### src/rtl/clock_cfg_seq_if.sv
// Request and CLOCK-facing bus of the clock configuration sequencer.
//
// Handshake: the requester holds req_valid and the req_* fields stable until
// a rising ref_clk edge sees req_valid && req_ready. That edge is the single
// transfer point. req_ready never depends on req_valid in the same cycle.
interface clock_cfg_seq_if;
    logic        req_valid;
    logic        req_ready;
    logic [31:0] req_counter;
    logic [31:0] req_ref_counter;
    logic [8:0]  req_init;
    logic        clk_resetn;
    logic [31:0] clk_counter;
    logic [31:0] clk_ref_counter;
    logic [8:0]  clk_init;
    logic [2:0]  clk_status;

    // Requester plus CLOCK side of the bus.
    modport master (
        output req_valid, req_counter, req_ref_counter, req_init, clk_status,
        input  req_ready, clk_resetn, clk_counter, clk_ref_counter, clk_init
    );

    // Sequencer side of the bus.
    modport slave (
        input  req_valid, req_counter, req_ref_counter, req_init, clk_status,
        output req_ready, clk_resetn, clk_counter, clk_ref_counter, clk_init
    );
endinterface

### src/rtl/clock_cfg_seq.sv
// Configuration sequencer for the CLOCK generator.
// Each attempt holds CLOCK in reset, then waits for lock within a time limit.
// A failed attempt is retried with a stepped tuning word. Once locked, the
// sequencer watches for lock loss and restarts from the requested word.
module clock_cfg_seq #(
    parameter int unsigned RST_CYCLES   = 100,
    parameter int unsigned LOCK_TIMEOUT = 1000000,
    parameter int unsigned MAX_RETRY    = 3,
    parameter int unsigned INIT_STEP    = 16
) (
    input  logic        ref_clk,
    input  logic        resetn,
    clock_cfg_seq_if.slave bus,
    output logic        locked,
    output logic        fail,
    output logic        busy,
    output logic [3:0]  attempt,
    output logic        lock_lost,
    output logic [2:0]  state_o
);

    typedef enum logic [2:0] {
        S_IDLE   = 3'd0,
        S_HOLD   = 3'd1,
        S_WAIT   = 3'd2,
        S_LOCKED = 3'd3,
        S_FAILED = 3'd4
    } state_t;

    localparam int HW = (RST_CYCLES > 1) ? $clog2(RST_CYCLES) : 1;
    localparam logic [HW-1:0] HOLD_LAST = HW'(RST_CYCLES - 1);
    localparam logic [31:0]   TMO_LAST  = 32'(LOCK_TIMEOUT - 1);
    localparam logic [3:0]    RETRY_MAX = 4'(MAX_RETRY);
    localparam logic [8:0]    STEP      = 9'(INIT_STEP);

    state_t        state_q;
    logic          req_ready_q;
    logic          clk_resetn_q;
    logic [31:0]   clk_counter_q;
    logic [31:0]   clk_ref_counter_q;
    logic [8:0]    clk_init_q;
    logic [8:0]    init_base_q;
    logic          locked_q;
    logic          fail_q;
    logic          busy_q;
    logic [3:0]    attempt_q;
    logic          lock_lost_q;
    logic [HW-1:0] hold_cnt_q;
    logic [31:0]   tmo_cnt_q;

    logic accept;
    logic unused_searching;

    assign accept = bus.req_valid && req_ready_q;

    // The searching flag is informational only; progress is driven by lock/error.
    assign unused_searching = bus.clk_status[0];

    // Sequencer FSM; every output is a register updated here.
    always_ff @(posedge ref_clk) begin
        if (!resetn) begin
            state_q           <= S_IDLE;
            req_ready_q       <= 1'b0;
            clk_resetn_q      <= 1'b0;
            clk_counter_q     <= '0;
            clk_ref_counter_q <= '0;
            clk_init_q        <= '0;
            init_base_q       <= '0;
            locked_q          <= 1'b0;
            fail_q            <= 1'b0;
            busy_q            <= 1'b0;
            attempt_q         <= '0;
            lock_lost_q       <= 1'b0;
            hold_cnt_q        <= '0;
            tmo_cnt_q         <= '0;
        end else begin
            // Lock loss is reported even when a new request wins the same edge.
            lock_lost_q <= (state_q == S_LOCKED) && !bus.clk_status[1];

            if (accept) begin
                // New request: abort whatever is running and start attempt 0.
                clk_counter_q     <= bus.req_counter;
                clk_ref_counter_q <= bus.req_ref_counter;
                clk_init_q        <= bus.req_init;
                init_base_q       <= bus.req_init;
                attempt_q         <= '0;
                locked_q          <= 1'b0;
                fail_q            <= 1'b0;
                busy_q            <= 1'b1;
                clk_resetn_q      <= 1'b0;
                hold_cnt_q        <= '0;
                req_ready_q       <= 1'b0;
                state_q           <= S_HOLD;
            end else begin
                case (state_q)
                    S_IDLE: begin
                        req_ready_q <= 1'b1;
                    end
                    S_HOLD: begin
                        if (hold_cnt_q == HOLD_LAST) begin
                            clk_resetn_q <= 1'b1;
                            tmo_cnt_q    <= '0;
                            state_q      <= S_WAIT;
                        end else begin
                            hold_cnt_q <= hold_cnt_q + 1'b1;
                        end
                    end
                    S_WAIT: begin
                        if (bus.clk_status[1]) begin
                            locked_q    <= 1'b1;
                            busy_q      <= 1'b0;
                            req_ready_q <= 1'b1;
                            state_q     <= S_LOCKED;
                        end else if (bus.clk_status[2] || tmo_cnt_q == TMO_LAST) begin
                            clk_resetn_q <= 1'b0;
                            if (attempt_q < RETRY_MAX) begin
                                attempt_q  <= attempt_q + 1'b1;
                                clk_init_q <= clk_init_q + STEP;
                                hold_cnt_q <= '0;
                                state_q    <= S_HOLD;
                            end else begin
                                fail_q      <= 1'b1;
                                busy_q      <= 1'b0;
                                req_ready_q <= 1'b1;
                                state_q     <= S_FAILED;
                            end
                        end else if (tmo_cnt_q != '1) begin
                            tmo_cnt_q <= tmo_cnt_q + 1'b1;
                        end
                    end
                    S_LOCKED: begin
                        if (!bus.clk_status[1]) begin
                            locked_q     <= 1'b0;
                            attempt_q    <= '0;
                            clk_init_q   <= init_base_q;
                            busy_q       <= 1'b1;
                            clk_resetn_q <= 1'b0;
                            hold_cnt_q   <= '0;
                            req_ready_q  <= 1'b0;
                            state_q      <= S_HOLD;
                        end
                    end
                    S_FAILED: begin
                        fail_q <= 1'b1;
                    end
                    default: begin
                        state_q <= S_IDLE;
                    end
                endcase
            end
        end
    end

    assign bus.req_ready       = req_ready_q;
    assign bus.clk_resetn      = clk_resetn_q;
    assign bus.clk_counter     = clk_counter_q;
    assign bus.clk_ref_counter = clk_ref_counter_q;
    assign bus.clk_init        = clk_init_q;
    assign locked              = locked_q;
    assign fail                = fail_q;
    assign busy                = busy_q;
    assign attempt             = attempt_q;
    assign lock_lost           = lock_lost_q;
    assign state_o             = state_q;

endmodule

### src/flat_wrapper.sv
// flat-port wrapper written by rule: the top's interface ports become plain ports
module clock_cfg_seq_flat 
#(
    parameter int unsigned RST_CYCLES   = 100,
    parameter int unsigned LOCK_TIMEOUT = 1000000,
    parameter int unsigned MAX_RETRY    = 3,
    parameter int unsigned INIT_STEP    = 16
)
  (ref_clk, resetn, locked, fail, busy, attempt, lock_lost, state_o, bus_req_valid, bus_req_counter, bus_req_ref_counter, bus_req_init, bus_clk_status, bus_req_ready, bus_clk_resetn, bus_clk_counter, bus_clk_ref_counter, bus_clk_init);
  clock_cfg_seq_if bus_i ();
  input  logic ref_clk;
  input  logic resetn;
  output logic locked;
  output logic fail;
  output logic busy;
  output logic [3:0] attempt;
  output logic lock_lost;
  output logic [2:0] state_o;
  input wire logic [$bits(bus_i.req_valid)-1:0] bus_req_valid;
  input wire logic [$bits(bus_i.req_counter)-1:0] bus_req_counter;
  input wire logic [$bits(bus_i.req_ref_counter)-1:0] bus_req_ref_counter;
  input wire logic [$bits(bus_i.req_init)-1:0] bus_req_init;
  input wire logic [$bits(bus_i.clk_status)-1:0] bus_clk_status;
  output wire logic [$bits(bus_i.req_ready)-1:0] bus_req_ready;
  output wire logic [$bits(bus_i.clk_resetn)-1:0] bus_clk_resetn;
  output wire logic [$bits(bus_i.clk_counter)-1:0] bus_clk_counter;
  output wire logic [$bits(bus_i.clk_ref_counter)-1:0] bus_clk_ref_counter;
  output wire logic [$bits(bus_i.clk_init)-1:0] bus_clk_init;
  assign bus_i.req_valid = bus_req_valid;
  assign bus_i.req_counter = bus_req_counter;
  assign bus_i.req_ref_counter = bus_req_ref_counter;
  assign bus_i.req_init = bus_req_init;
  assign bus_i.clk_status = bus_clk_status;
  assign bus_req_ready = bus_i.req_ready;
  assign bus_clk_resetn = bus_i.clk_resetn;
  assign bus_clk_counter = bus_i.clk_counter;
  assign bus_clk_ref_counter = bus_i.clk_ref_counter;
  assign bus_clk_init = bus_i.clk_init;
  clock_cfg_seq #(.RST_CYCLES(RST_CYCLES), .LOCK_TIMEOUT(LOCK_TIMEOUT), .MAX_RETRY(MAX_RETRY), .INIT_STEP(INIT_STEP)) u_core (.ref_clk(ref_clk), .resetn(resetn), .bus(bus_i), .locked(locked), .fail(fail), .busy(busy), .attempt(attempt), .lock_lost(lock_lost), .state_o(state_o));
endmodule
### config.mk
export PLATFORM = sky130hd
export DESIGN_NAME = clock_cfg_seq_flat
export DESIGN_NICKNAME = d
export VERILOG_FILES = /design/src/rtl/clock_cfg_seq_if.sv /design/src/rtl/clock_cfg_seq.sv /design/src/flat_wrapper.sv
export SDC_FILE = /design/constraint.sdc
export NUM_CORES = 1
export LEC_CHECK = 0
export CORE_MARGIN = 2
export CORE_UTILIZATION = 40
export DETAILED_ROUTE_END_ITERATION = 7
export GPL_ROUTABILITY_DRIVEN = 0
export GPL_TIMING_DRIVEN = 0
export PLACE_DENSITY_LB_ADDON = 0.2
export SYNTH_ARGS = -nofsm -noshare
export SYNTH_HDL_FRONTEND = slang
export SYNTH_SLANG_ARGS = --single-unit
export TNS_END_PERCENT = 100
### constraint.sdc
create_clock -name ref_clk -period 4.4 [get_ports ref_clk]
set_input_delay 0.44 -clock ref_clk [delete_from_list [all_inputs] [get_ports ref_clk]]
set_output_delay 0.44 -clock ref_clk [all_outputs]
set_load 0.01 [all_outputs]
==> impl_metrics.ini, run 1 <==
[finish]
antennaDiodeCount = 0
fillers = 1385
multi_input_comb_area_sq_um = 2970
final_nets = 1025
finalInstanceArea_sq_um = 8340
seq_area_sq_um = 2680
drive_gt1_share_pct = 5.77
syn2layout_area_growth_pct = 41.7

[clock_network]
clockBufferDepth = 2
root_buffer = clkbuf_16
cts_hold_buf = 0
cts_buffers = 17
insertion_delay_ns = 0.42
clock_sinks = 134
cts_post_setup_buffers_inserted = 0
htreeDepth = 4
cts_tree = yes
cts_resized = 0
clk_pin_slew_ns = 0.06

[setup_path]
criticalPathCategory = flop to flop
path_max_fanout = 10
required_ns = 4.68
cp-end-kind = flop
worstPathArrival_ns = 3.18
worst_setup_path_start_kind = flop

[global_route]
use_met3_pct = 9.46
overflow = 0
met1_usage_pct = 30.4
met2_usage_pct = 36.7
grt_max_degree = 17
grt_antenna_before_repair = 0
busiest_layer = met2
track_usage_pct = 23.8
grt_pass1_vias = 5763
grt_pass1_wl_mm = 30.2

[timing]
setup_violations = 0
relSlewSlack_pct = 43.1
grt_setup_unrepaired = no
hold_violations = 0
slew_violations = 0
period_minus_slack_ns = 2.90
worstMarginPinSlew_ns = 0.846
fin_skew_ns = 0.00641
max_freq_ghz = 0.345
finalSetupTns_ns = 0
timing.final.crit_share_pct = 65.9

[route]
drt_iter0_drc = 471
vias = 6133
viasPerCell = 5.39
postRouteAntennaNets = 0
drt_pass1_iterations = 5
drc_errors = 0
drt-wirelength-per-cell_microns = 16.3
routed_wl_mm = 18.6

[power]
power_frac_seq_pct = 42.2
powerDensity_nw_per_um2 = 363
p_int_uw = 2330
ir_worst_vdd_mv = 0.291
combPwrFrac_pct = 10.2
switchingPower_uw = 700
sw_frac_of_total_pct = 23.1
leakage_uw = 0.00276
clockPowerShare_pct = 47.6

[synth]
ys_seq_area_share_pct = 45.5
synth_edf_count = 0
synthCells = 760
netlist_area_sq_um = 5890
synthesis.nets = 843
ys_ff_latch = 134
syn-mean-instance-area_sq_um = 7.75
async_flop_share_pct = 0
yosys_warnings = 0
yosys_most_used_dff = dfxtp_1
synth.distinct_cells = 55

[placed_design]
port_buffers = 163
placed_area_sq_um = 7750
detailed_place_hpwl_mm = 13.3

[floorplan]
die_h_microns = 125
die-area_sq_um = 15700
rows = 44
start_util_pct = 40.7
core_sq_um = 14500
die_w_microns = 125
ios = 165

[min_path]
hold_class = flop to flop

[status]
status = completed

[job]
maxCapViolCount = 0
==> cell usage after synthesis (4+ instances only) <==
master | number | area share, %
a21oi_1 | 118 | 10
a31oi_1 | 9 | 0.96
and2_1 | 6 | 0.64
and3_1 | 5 | 0.53
and4_1 | 4 | 0.59
buf_1 | 4 | 0.25
buf_2 | 4 | 0.34
clkbuf_1 | 42 | 2.7
dfxtp_1 | 134 | 46
ha_1 | 4 | 0.85
inv_1 | 7 | 0.45
mux2_2 | 4 | 0.76
nand2_1 | 187 | 12
nand2b_1 | 5 | 0.53
nand3_1 | 24 | 2.0
nand4_1 | 12 | 1.3
nand4b_1 | 4 | 0.59
nor2_1 | 42 | 2.7
nor3_1 | 16 | 1.4
nor4_1 | 7 | 0.74
nor4b_1 | 4 | 0.59
o211ai_1 | 6 | 0.76
o21ai_0 | 38 | 3.2
o221a_2 | 8 | 1.5
o31ai_1 | 7 | 0.89
or3_1 | 8 | 0.85
or4_1 | 11 | 1.4
==> critical path, cell delays in order, from the launching register on <==
cell	delay (ns)
dfxtp_1	0.31
clkbuf_1	0.27
nand2_1	0.20
or4_1	0.49
nor3_1	0.39
o21ai_0	0.20
clkbuf_1	0.27
o21bai_1	0.54
a21oi_1	0.09
==> layout make-up <==
type                            instances  share of cell area (%)
Multi-Input combinational cell        566                    35.6
Inverter                                8                   0.360
Clock inverter                          8                    1.48
Tap cell                              184                    2.76
Sequential cell                       134                    32.1
Timing Repair Buffer                  163                    19.6
Clock buffer                           23                    5.61
Buffer                                 52                    2.49
==> logic make-up after synthesis <==
group	count (synthesis)	share of synthesized area, %
AOI/OAI and AO/OA	205	20.3
adders and majority gates	4	0.850
buffers and inverters	60	4.04
xor gates and xnor gates	4	0.595
and+or+nand+nor	347	27.5
DFF	134	45.5
muxes	6	1.10
==> cell usage in the layout (no fill, tap or decap), types with 7 or more instances in the layout <==
cell type,instances
a21oi_1,118
a31oi_1,9
clkbuf_1,46
clkbuf_16,17
clkdlybuf4s50_1,163
dfxtp_1,134
inv_1,7
nand2_1,187
nand3_1,24
nand4_1,12
nor2_1,42
nor3_1,16
nor4_1,7
o21ai_0,38
o221a_2,8
o31ai_1,7
or3_1,8
or4_1,11
==> registers in the layout (all words and copies together) (netlist names) <==
name                        count
u_core.attempt                  4
u_core.bus.clk_counter         32
u_core.bus.clk_init             9
u_core.bus.clk_ref_counter     32
u_core.bus.clk_resetn           1
u_core.bus.req_ready            1
u_core.busy                     1
u_core.fail                     1
u_core.hold_cnt_q               7
u_core.init_base_q              9
u_core.lock_lost                1
u_core.locked                   1
u_core.state_o                  3
u_core.tmo_cnt_q               32
==> through the flow <==
step	hold slack [ns]	total power, uW	worst slack, ns	util [%]	std cells
after floorplan	0.433	1430	2.01	-	760
after global placement	0.436	1610	1.63	53.5	1107
after detailed placement	0.446	1620	1.64	53.5	1107
after CTS	0.453	3060	1.60	57.6	1138
after global routing	0.468	3140	1.29	57.6	1138
final	0.451	3030	1.50	57.6	1138
==> per-layer routing <==
| metal | vias to the layer above | share of wire [%] | wire [microns] |
|---|---|---|---|
| met1 | 2819 | 43 | 8080 |
| li1 | 3056 | - | - |
| met2 | 232 | 45 | 8370 |
| met5 | - | 0 | 0 |
| met3 | 26 | 9.6 | 1780 |
| met4 | 0 | 2.0 | 365 |
==> power by group through the flow <==
stage	Combinational [uW]	Sequential (uW)	Clock (uW)
4_1_cts	313	1280	1460
3_3_place_gp	311	1300	0
3_5_place_dp	310	1300	0
6_report	311	1280	1440
5_1_grt	341	1280	1510
2_1_floorplan	110	1320	0
==> final timing paths <==
kind | from | end | slack, ns | depth (start not counted)
max | u_core.tmo_cnt_q[18] | u_core.hold_cnt_q[2] | 1.50 | 8
min | u_core.bus.clk_ref_counter[5] | u_core.bus.clk_ref_counter[5] | 0.45 | 2
max reg2reg | u_core.tmo_cnt_q[18] | u_core.hold_cnt_q[2] | 1.50 | 8
min reg2reg | u_core.bus.clk_ref_counter[5] | u_core.bus.clk_ref_counter[5] | 0.45 | 2
Note: power is estimated with default switching activity, not from simulation.
==> run 2, diff against run 1 <==
==> constraint.sdc (replaced) <==
create_clock -name ref_clk -period 3 [get_ports ref_clk]
set_input_delay 0.3 -clock ref_clk [delete_from_list [all_inputs] [get_ports ref_clk]]
set_output_delay 0.3 -clock ref_clk [all_outputs]
set_load 0.01 [all_outputs]
==> run 2 against run 1 <==
  * Combinational power increased by 47%
  * Sequential power increased by 47%
  * Global-route usage unchanged
  * Sequential share of layout area about the same
  * Die area unchanged
  * Register-to-register slack got worse by 1.3 ns
  * First-iteration DRC count increased by 3.8%
==> impl_metrics.ini, run 2 (synthesis results as in run 1) <==
[status]
status = completed

[placed_design]
port_buffers = 163
dp.cells = 1107
detailed_place_hpwl_mm = 13.3

[min_path]
whs_endpoint = u_core.bus.clk_ref_counter[18]
hold_class = input port to flop
holdPathStages = 3
min_from = bus_req_ref_counter[18]

[setup_path]
r2r_end = u_core.tmo_cnt_q[31]
rrSetupSlack_ns = 0.17
slowest_stage = or4_1
worstPathArrival_ns = 3.17
cpPeakStageDelay_ns = 0.66
path_cells = clkbuf_1, nand4_1, or4_1, or3_1, o211ai_2, buf_2, nand2_1, a31oi_1
path_max_fanout = 10
cp-end-kind = flop
required_ns = 3.34
criticalPathCategory = flop to flop
reg2reg_from = u_core.tmo_cnt_q[20]
path_delay_family = simple AND/OR/NAND/NOR gates
reg2reg_depth = 8
worst_setup_path_start_kind = flop
path_buf_inv = 2

[power]
total_power_uw = 4440
powerDensity_nw_per_um2 = 532
ir_worst_vdd_mv = 0.427
leakage_uw = 0.00277

[clock_network]
clockBufferDepth = 2
clock_sinks = 134
cts_tree = yes
clk_pin_slew_ns = 0.06
htreeDepth = 4
cts_post_setup_buffers_inserted = 0
insertion_delay_ns = 0.42
cts_buffers = 17
root_buffer = clkbuf_16
cts_hold_buf = 0

[finish]
multi_input_comb_area_sq_um = 2980
antennaDiodeCount = 0
final_cells = 1138
final_common_cell = nand2_1
final_cell_mix = 187 x nand2_1, 163 x clkdlybuf4s50_1, 134 x dfxtp_1, 118 x a21oi_1, 46 x clkbuf_1
final_nets = 1025
seq_area_sq_um = 2680
syn2layout_area_growth_pct = 41.8
drive_gt1_share_pct = 5.97
fillers = 1385

[floorplan]
core_sq_um = 14500
rows = 44
start_util_pct = 40.7
ios = 165
die_w_microns = 125
die-area_sq_um = 15700
die_h_microns = 125

[route]
viasPerCell = 5.38
vias = 6124
drc_errors = 0
drt-wirelength-per-cell_microns = 16.3
drt_iter0_drc = 489
wl_met2_mm = 8.41
wl_met1_mm = 7.99
met3_length_mm = 1.83
topRoutingLayerUsed = met4
postRouteAntennaNets = 0
routed_wl_mm = 18.6
drt_pass1_iterations = 5

[global_route]
grt_pass1_vias = 5763
grt_antenna_before_repair = 0
grt_max_degree = 17
track_usage_pct = 23.8
grt_pass1_wl_mm = 30.2
overflow = 0

[timing]
finalSetupTns_ns = 0
worstMarginPinSlew_ns = 0.840
grt_setup_unrepaired = no
setup_violations = 0
hold_violations = 0
relSlewSlack_pct = 43.5
period_minus_slack_ns = 2.83
slew_violations = 0
timing.final.crit_share_pct = 94.4
max_freq_ghz = 0.353
fin_skew_ns = 0.00533

[job]
maxCapViolCount = 0
run 2: cell count changes in the layout (fill, tap and decap cells not counted):
cell,change
o21bai_1,-1
o21ai_2,+1
o21bai_2,+1
o21ai_1,-1
run 2: area by class of cell:
cell class / count / share of cell area (%)
Inverter: 8 / 0.360
Sequential cell: 134 / 32.1
Tap cell: 184 / 2.76
Buffer: 52 / 2.49
Timing Repair Buffer: 163 / 19.5
Clock buffer: 23 / 5.60
Multi-Input combinational cell: 566 / 35.7
Clock inverter: 8 / 1.48
run 2: timing repair:
item	CTS	global route
endpoints found under the setup margin	0	8
resized for setup	0	2
hold endpoints to repair	0	0
run 2: how the worst max path moves through the flow:
| stage | depth (start not counted) | from | to |
|---|---|---|---|
| after floorplan | 8 | u_core.tmo_cnt_q[18] | u_core.tmo_cnt_q[20] |
| after global placement | 8 | u_core.tmo_cnt_q[20] | u_core.tmo_cnt_q[31] |
| after detailed placement | 8 | u_core.tmo_cnt_q[20] | u_core.tmo_cnt_q[31] |
| after CTS | 8 | u_core.tmo_cnt_q[18] | u_core.hold_cnt_q[2] |
| after global routing | 8 | u_core.tmo_cnt_q[20] | u_core.tmo_cnt_q[15] |
| final | 8 | u_core.tmo_cnt_q[20] | u_core.tmo_cnt_q[31] |
run 2: power by group:
group | leakage, uW | total, uW | internal, uW | switching (uW)
clock | 0.000283 | 2110 | 1340 | 769
sequential | 0.00109 | 1880 | 1840 | 35.4
combinational | 0.00140 | 456 | 235 | 221
total | 0.00277 | 4440 | 3420 | 1030
run 2: worst reg2reg max path, stage by stage, from the launching register on:
cell,delay (ns)
dfxtp_1,0.31
clkbuf_1,0.29
nand4_1,0.30
or4_1,0.66
or3_1,0.43
o211ai_2,0.16
buf_2,0.34
nand2_1,0.09
a31oi_1,0.16
run 2: through the flow:
stage | cell area (sq um) | util (%) | hold WS, ns | setup slack [ns]
after CTS | 8340 | 57.6 | 0.406 | 0.199
after global placement | 7750 | 53.5 | 0.436 | 0.226
final | 8350 | 57.7 | 0.419 | 0.167
after floorplan | 5890 | - | 0.433 | 0.610
after global routing | 8350 | 57.7 | 0.420 | 0.0106
after detailed placement | 7750 | 53.5 | 0.446 | 0.240
run 2: layer usage:
layer  vias to the layer above  track usage, %
met3                        26            9.46
met2                       233            36.7
li1                       3057               -
met4                         0            8.50
met1                      2808            30.4
met5                         -               0
